===== src/rtl/jtopl_pkg.sv =====
// Shared constants and width helpers for the OPL operator pipeline.
// Width functions are used by port declarations, so they must stay constant-foldable.
package jtopl_pkg;

    localparam int OPL2_GROUPS  = 3;
    localparam int OPL_SUBSLOTS = 6;

    function automatic int clog2(input int v);
        int r;
        r = 0;
        while ((1 << r) < v) r++;
        return r;
    endfunction

    function automatic int max1(input int v);
        return (v < 1) ? 1 : v;
    endfunction

    function automatic int gw_of(input int groups);
        return max1(clog2(groups));
    endfunction

    function automatic int sw_of(input int subslots);
        return max1(clog2(subslots));
    endfunction

    function automatic int iw_of(input int groups, input int subslots);
        return max1(clog2(groups * subslots));
    endfunction

    // A single-channel part would otherwise get a zero-width channel bus.
    function automatic int cw_of(input int groups, input int subslots);
        return max1(clog2((groups * subslots) / 2));
    endfunction

endpackage


===== src/rtl/jtopl_slot_seq.sv =====
// Operator slot sequencer: walks GROUPS x SUBSLOTS slots per sample frame,
// presenting the active slot as group/subslot, one-hot, binary and channel.
module jtopl_slot_seq
    import jtopl_pkg::*;
#(
    parameter int GROUPS   = OPL2_GROUPS,
    parameter int SUBSLOTS = OPL_SUBSLOTS,
    parameter int FRAME_W  = 4
)(
    input  logic                                 clk,
    input  logic                                 rst,
    input  logic                                 cen,
    output logic                                 zero,
    output logic                                 last,
    output logic [gw_of(GROUPS)-1:0]             group,
    output logic [sw_of(SUBSLOTS)-1:0]           subslot,
    output logic                                 op,
    output logic [GROUPS*SUBSLOTS-1:0]           slot,
    output logic [iw_of(GROUPS, SUBSLOTS)-1:0]   slot_idx,
    output logic [cw_of(GROUPS, SUBSLOTS)-1:0]   ch,
    output logic [FRAME_W-1:0]                   frame,
    output logic                                 frame_tick
);

    localparam int NSLOT = GROUPS * SUBSLOTS;
    localparam int HALF  = SUBSLOTS / 2;
    localparam int GW    = gw_of(GROUPS);
    localparam int SW    = sw_of(SUBSLOTS);
    localparam int IW    = iw_of(GROUPS, SUBSLOTS);
    localparam int CW    = cw_of(GROUPS, SUBSLOTS);

    localparam logic [NSLOT-1:0] SLOT0 = {{(NSLOT-1){1'b0}}, 1'b1};

    if (SUBSLOTS < 2 || (SUBSLOTS % 2) != 0) begin : g_bad_subslots
        $error("jtopl_slot_seq: SUBSLOTS must be even and at least 2");
    end

    if (GROUPS < 1) begin : g_bad_groups
        $error("jtopl_slot_seq: GROUPS must be at least 1");
    end

    logic             wrap;
    logic [SW-1:0]    sub_nx;
    logic [GW-1:0]    grp_nx;
    logic [NSLOT-1:0] slot_nx;
    logic [IW-1:0]    idx_nx;
    logic [CW-1:0]    ch_nx;
    logic             op_nx;

    always_comb begin
        wrap   = slot_idx == IW'(NSLOT - 1);
        sub_nx = subslot + 1'b1;
        grp_nx = group;
        if (subslot == SW'(SUBSLOTS - 1)) begin
            sub_nx = '0;
            grp_nx = (group == GW'(GROUPS - 1)) ? '0 : group + 1'b1;
        end
        idx_nx = wrap ? '0 : slot_idx + 1'b1;
        op_nx  = sub_nx >= SW'(HALF);
        ch_nx  = CW'(int'(grp_nx) * HALF + int'(sub_nx) % HALF);
        // Reload at slot 0 so a corrupted one-hot never survives a frame.
        if (grp_nx == '0 && sub_nx == '0)
            slot_nx = SLOT0;
        else
            slot_nx = {slot[NSLOT-2:0], slot[NSLOT-1]};
    end

    always_ff @(posedge clk) begin
        if (rst) begin
            group      <= '0;
            subslot    <= '0;
            slot       <= SLOT0;
            slot_idx   <= '0;
            ch         <= '0;
            op         <= 1'b0;
            frame      <= '0;
            frame_tick <= 1'b0;
        end else begin
            frame_tick <= 1'b0;
            if (cen) begin
                group    <= grp_nx;
                subslot  <= sub_nx;
                slot     <= slot_nx;
                slot_idx <= idx_nx;
                ch       <= ch_nx;
                op       <= op_nx;
                if (wrap) begin
                    frame      <= frame + 1'b1;
                    frame_tick <= 1'b1;
                end
            end
        end
    end

    assign zero = slot[0];
    assign last = slot[NSLOT-1];

endmodule


===== config.mk =====
export PLATFORM = sky130hd
export DESIGN_NAME = jtopl_slot_seq
export DESIGN_NICKNAME = d
export VERILOG_FILES = /design/src/rtl/jtopl_pkg.sv /design/src/rtl/jtopl_slot_seq.sv
export SDC_FILE = /design/constraint.sdc
export NUM_CORES = 1
export LEC_CHECK = 0
export ABC_AREA = 1
export CAP_MARGIN = 20
export CORE_ASPECT_RATIO = 0.6
export CORE_MARGIN = 4
export CORE_UTILIZATION = 33
export CTS_CLUSTER_SIZE = 28
export DETAILED_ROUTE_END_ITERATION = 6
export DONT_BUFFER_PORTS = 1
export GPL_TIMING_DRIVEN = 1
export SETUP_SLACK_MARGIN = 0.4
export SLEW_MARGIN = 5
export SYNTH_ARGS = -nofsm -noshare
export SYNTH_HDL_FRONTEND = slang
export SYNTH_SLANG_ARGS = --single-unit

===== constraint.sdc =====
create_clock -name clk -period 3.6 [get_ports clk]
set_clock_uncertainty 0.05 [all_clocks]
set_input_delay 1.08 -clock clk [delete_from_list [all_inputs] [get_ports clk]]
set_output_delay 1.08 -clock clk [all_outputs]
set_load 0.01 [all_outputs]

==> results.py <==
metrics = {
    "floorplan": {
        "fp.dieW_um": 104,
        "initial_utilization_pct": 35.1,
        "die-area_mm2": 0.00684,
        "num_io_pins": 43,
        "core_mm2": 0.00520,
        "die-height_um": 65.7,
        "placement_rows": 20,
    },
    "critical_path": {
        "critPathRequiredTime_ns": 3.79,
        "critPathLaunch": "subslot[0]",
        "critPathKind": "register to register",
        "timing.rr.start": "subslot[0]",
        "crit_fanout": 6,
        "worst_ep_arrival_time_ns": 2.71,
        "worstSetupStartpointType": "register",
        "crit_path_end_kind": "register",
    },
    "synthesis": {
        "yosysSeqAreaShare_pct": 41.6,
        "synth_edf_count": 0,
        "avgSynthCellArea_um2": 8.39,
        "yosys_warnings": 0,
        "synth_cells": 218,
        "synth-main-ff-cell": "dfxtp_1",
        "synth_top_area_cell": "dfxtp_1",
        "yosysMostFrequentCell": "dfxtp_1",
        "syn_nets": 230,
        "synth_seq_cells": 38,
        "async_flop_share_pct": 0,
        "synth_top_area_share_pct": 41.6,
        "synthDistinctLibCells": 32,
        "ys_top_cells_by_count": "38 x dfxtp_1, 33 x nand2_1, 25 x o21ai_0, 18 x inv_1",
        "synth_area_mm2": 0.00183,
        "synthTopCellsByArea": "dfxtp_1 42%, o21ai_0 6.8%, nand2_1 6.8%, a21oi_2 4.8%, ha_1 4.8%",
    },
    "outcome": {
        "status": "finished, final reports clean",
    },
    "cells_and_area": {
        "drive_gt1_share_pct": 19.2,
        "multi_input_comb_area_um2": 880,
        "area.sequential_um2": 761,
        "instances_no_fill": 280,
        "final_util_pct": 36.5,
        "areaGrowthSynthToFinish_pct": 3.97,
        "fill_cells": 539,
        "final_nets": 225,
        "antennaDiodeCount": 0,
    },
    "timing": {
        "setup_violations": 0,
        "min_period_ns": 2.53,
        "final-hold-violation-count": 0,
        "holdWs_ns": 0.472,
        "timing.final.max_slew_violations": 0,
        "setup_tns_ns": 0,
        "fin_crit_sh_pct": 70.2,
        "fmax_mhz": 395,
        "grt_setup_unrepaired": "no",
    },
    "route": {
        "wl_per_cell_um": 13.7,
        "via_count": 1353,
        "final_antenna_net_count": 0,
        "dr.pass1.iters": 4,
        "drt_iter0_markers": 70,
        "drc": 0,
        "wl_um": 3840,
        "via_per_inst": 4.83,
    },
    "power": {
        "p_leak_uw": 0.000781,
        "peakVddDrop_mv": 0.159,
        "finalPower_uw": 884,
        "powerDensity_mw_per_mm2": 465,
    },
    "placed_design": {
        "portBuffers": 0,
        "dpl.hpwl_um": 2660,
        "gp_congestion": 0.819,
        "place_inst": 272,
    },
    "clock_network": {
        "clockRootBuffer": "clkbuf_8",
        "ctsHoldBuffers": 0,
        "cts.path.max_buffers": 2,
        "postCtsSetupBuffers": 0,
        "clock_sinks": 38,
        "cts_made_buffers": 5,
        "insertion_delay_ns": 0.28,
        "cts_tree": "done",
        "cts.reportedPaths.clkPinSlew_ns": 0.08,
        "h-tree-depth": 2,
        "postCtsResizedCells": 0,
    },
    "grt": {
        "grt_max_degree": 55,
        "overflow": 0,
        "antenna_found_initial": 0,
        "grt_usage_pct": 11.8,
        "grt_pass1_vias": 1272,
        "grt_pass1_wl_um": 6470,
    },
    "min_path": {
        "hold_path_class": "register to register",
        "hp-start": "slot[4]",
    },
    "job": {
        "maxCapViolCount": 0,
    },
}
[placed cells by master (no fill, tap or decap)]
cell and count:
dfxtp_1 38, nand2_1 33, o21ai_0 25, inv_1 18, nor2_1 15, a21oi_1 15
nand2_2 11, a21oi_2 10, nand3_1 8, ha_1 7, clkbuf_8 6, xor2_1 4
nand2_4 3, inv_2 2, nor2_2 2, nand4_1 2, fa_1 2, or2_2 1
inv_6 1, o21ai_1 1, nor3_1 1, nand3_4 1, a211oi_1 1, xnor2_1 1
nor2_4 1, nor3b_1 1, o21ai_2 1, conb_1 1, clkinv_2 1, clkinvlp_4 1
[logic make-up after synthesis]
family                     share of synthesized area [%]
other                                              0.205
DFF                                                 41.6
xor gates and xnor gates                            2.39
adders and majority gates                           6.98
buffers and inverters                               10.3
and+or+nand+nor                                     21.6
AOI/OAI and AO/OA                                   16.9
[through the flow]
step / cell area [µm²] / worst slack [ns]
2_1_floorplan: 1830 / 1.27
3_3_place_gp: 1810 / 1.20
3_5_place_dp: 1810 / 1.07
4_1_cts: 1900 / 1.07
5_1_grt: 1900 / 0.799
6_report: 1900 / 1.07
[registers in the layout, summed over array words and instances, names as in the netlist]
name,cells
slot_idx,5
ch,4
op,1
slot,18
group,2
frame,4
frame_tick,1
subslot,3
[layout make-up]
| class | instances | area share (%) |
|---|---|---|
| well taps | 66 | 4.34 |
| flip-flops and latches | 38 | 40.0 |
| multi-input cells | 147 | 46.3 |
| clock inverters | 2 | 0.658 |
| clock buffers | 6 | 4.34 |
| inverters | 21 | 4.41 |
[worst paths after layout]
| check | to | slack [ns] | cells after the start |
|---|---|---|---|
| worst max-delay path | ch[3] | 1.07 | 13 |
| worst min-delay path | slot[5] | 0.47 | 2 |
| worst max register to register | ch[3] | 1.07 | 13 |
| worst min register to register | slot[5] | 0.47 | 2 |
[worst max-delay path, stage by stage, from the launching register on]
cell,delay [ns]
dfxtp_1,0.47
nand2_2,0.13
nor2_1,0.14
nand3_1,0.11
nand2_1,0.12
inv_1,0.08
fa_1,0.47
inv_1,0.07
ha_1,0.13
inv_1,0.04
fa_1,0.37
xnor2_1,0.15
o21ai_0,0.09
inv_1,0.05
[metal layers]
layer	GRT usage [%]	vias up	share of wire (%)
li1	-	689	-
met1	17.1	626	52
met2	16.0	36	41
met3	4.91	2	6.7
met4	2.16	0	0.16
met5	0	-	0
[report_power, final]
group	internal [µW]	switching, µW	leakage [µW]
Sequential	445	39.2	0.000313
Clock	154	159	0.0000472
Combinational	36.0	50.5	0.000421
Total	636	248	0.000781
(Power assumes the default switching activity.)
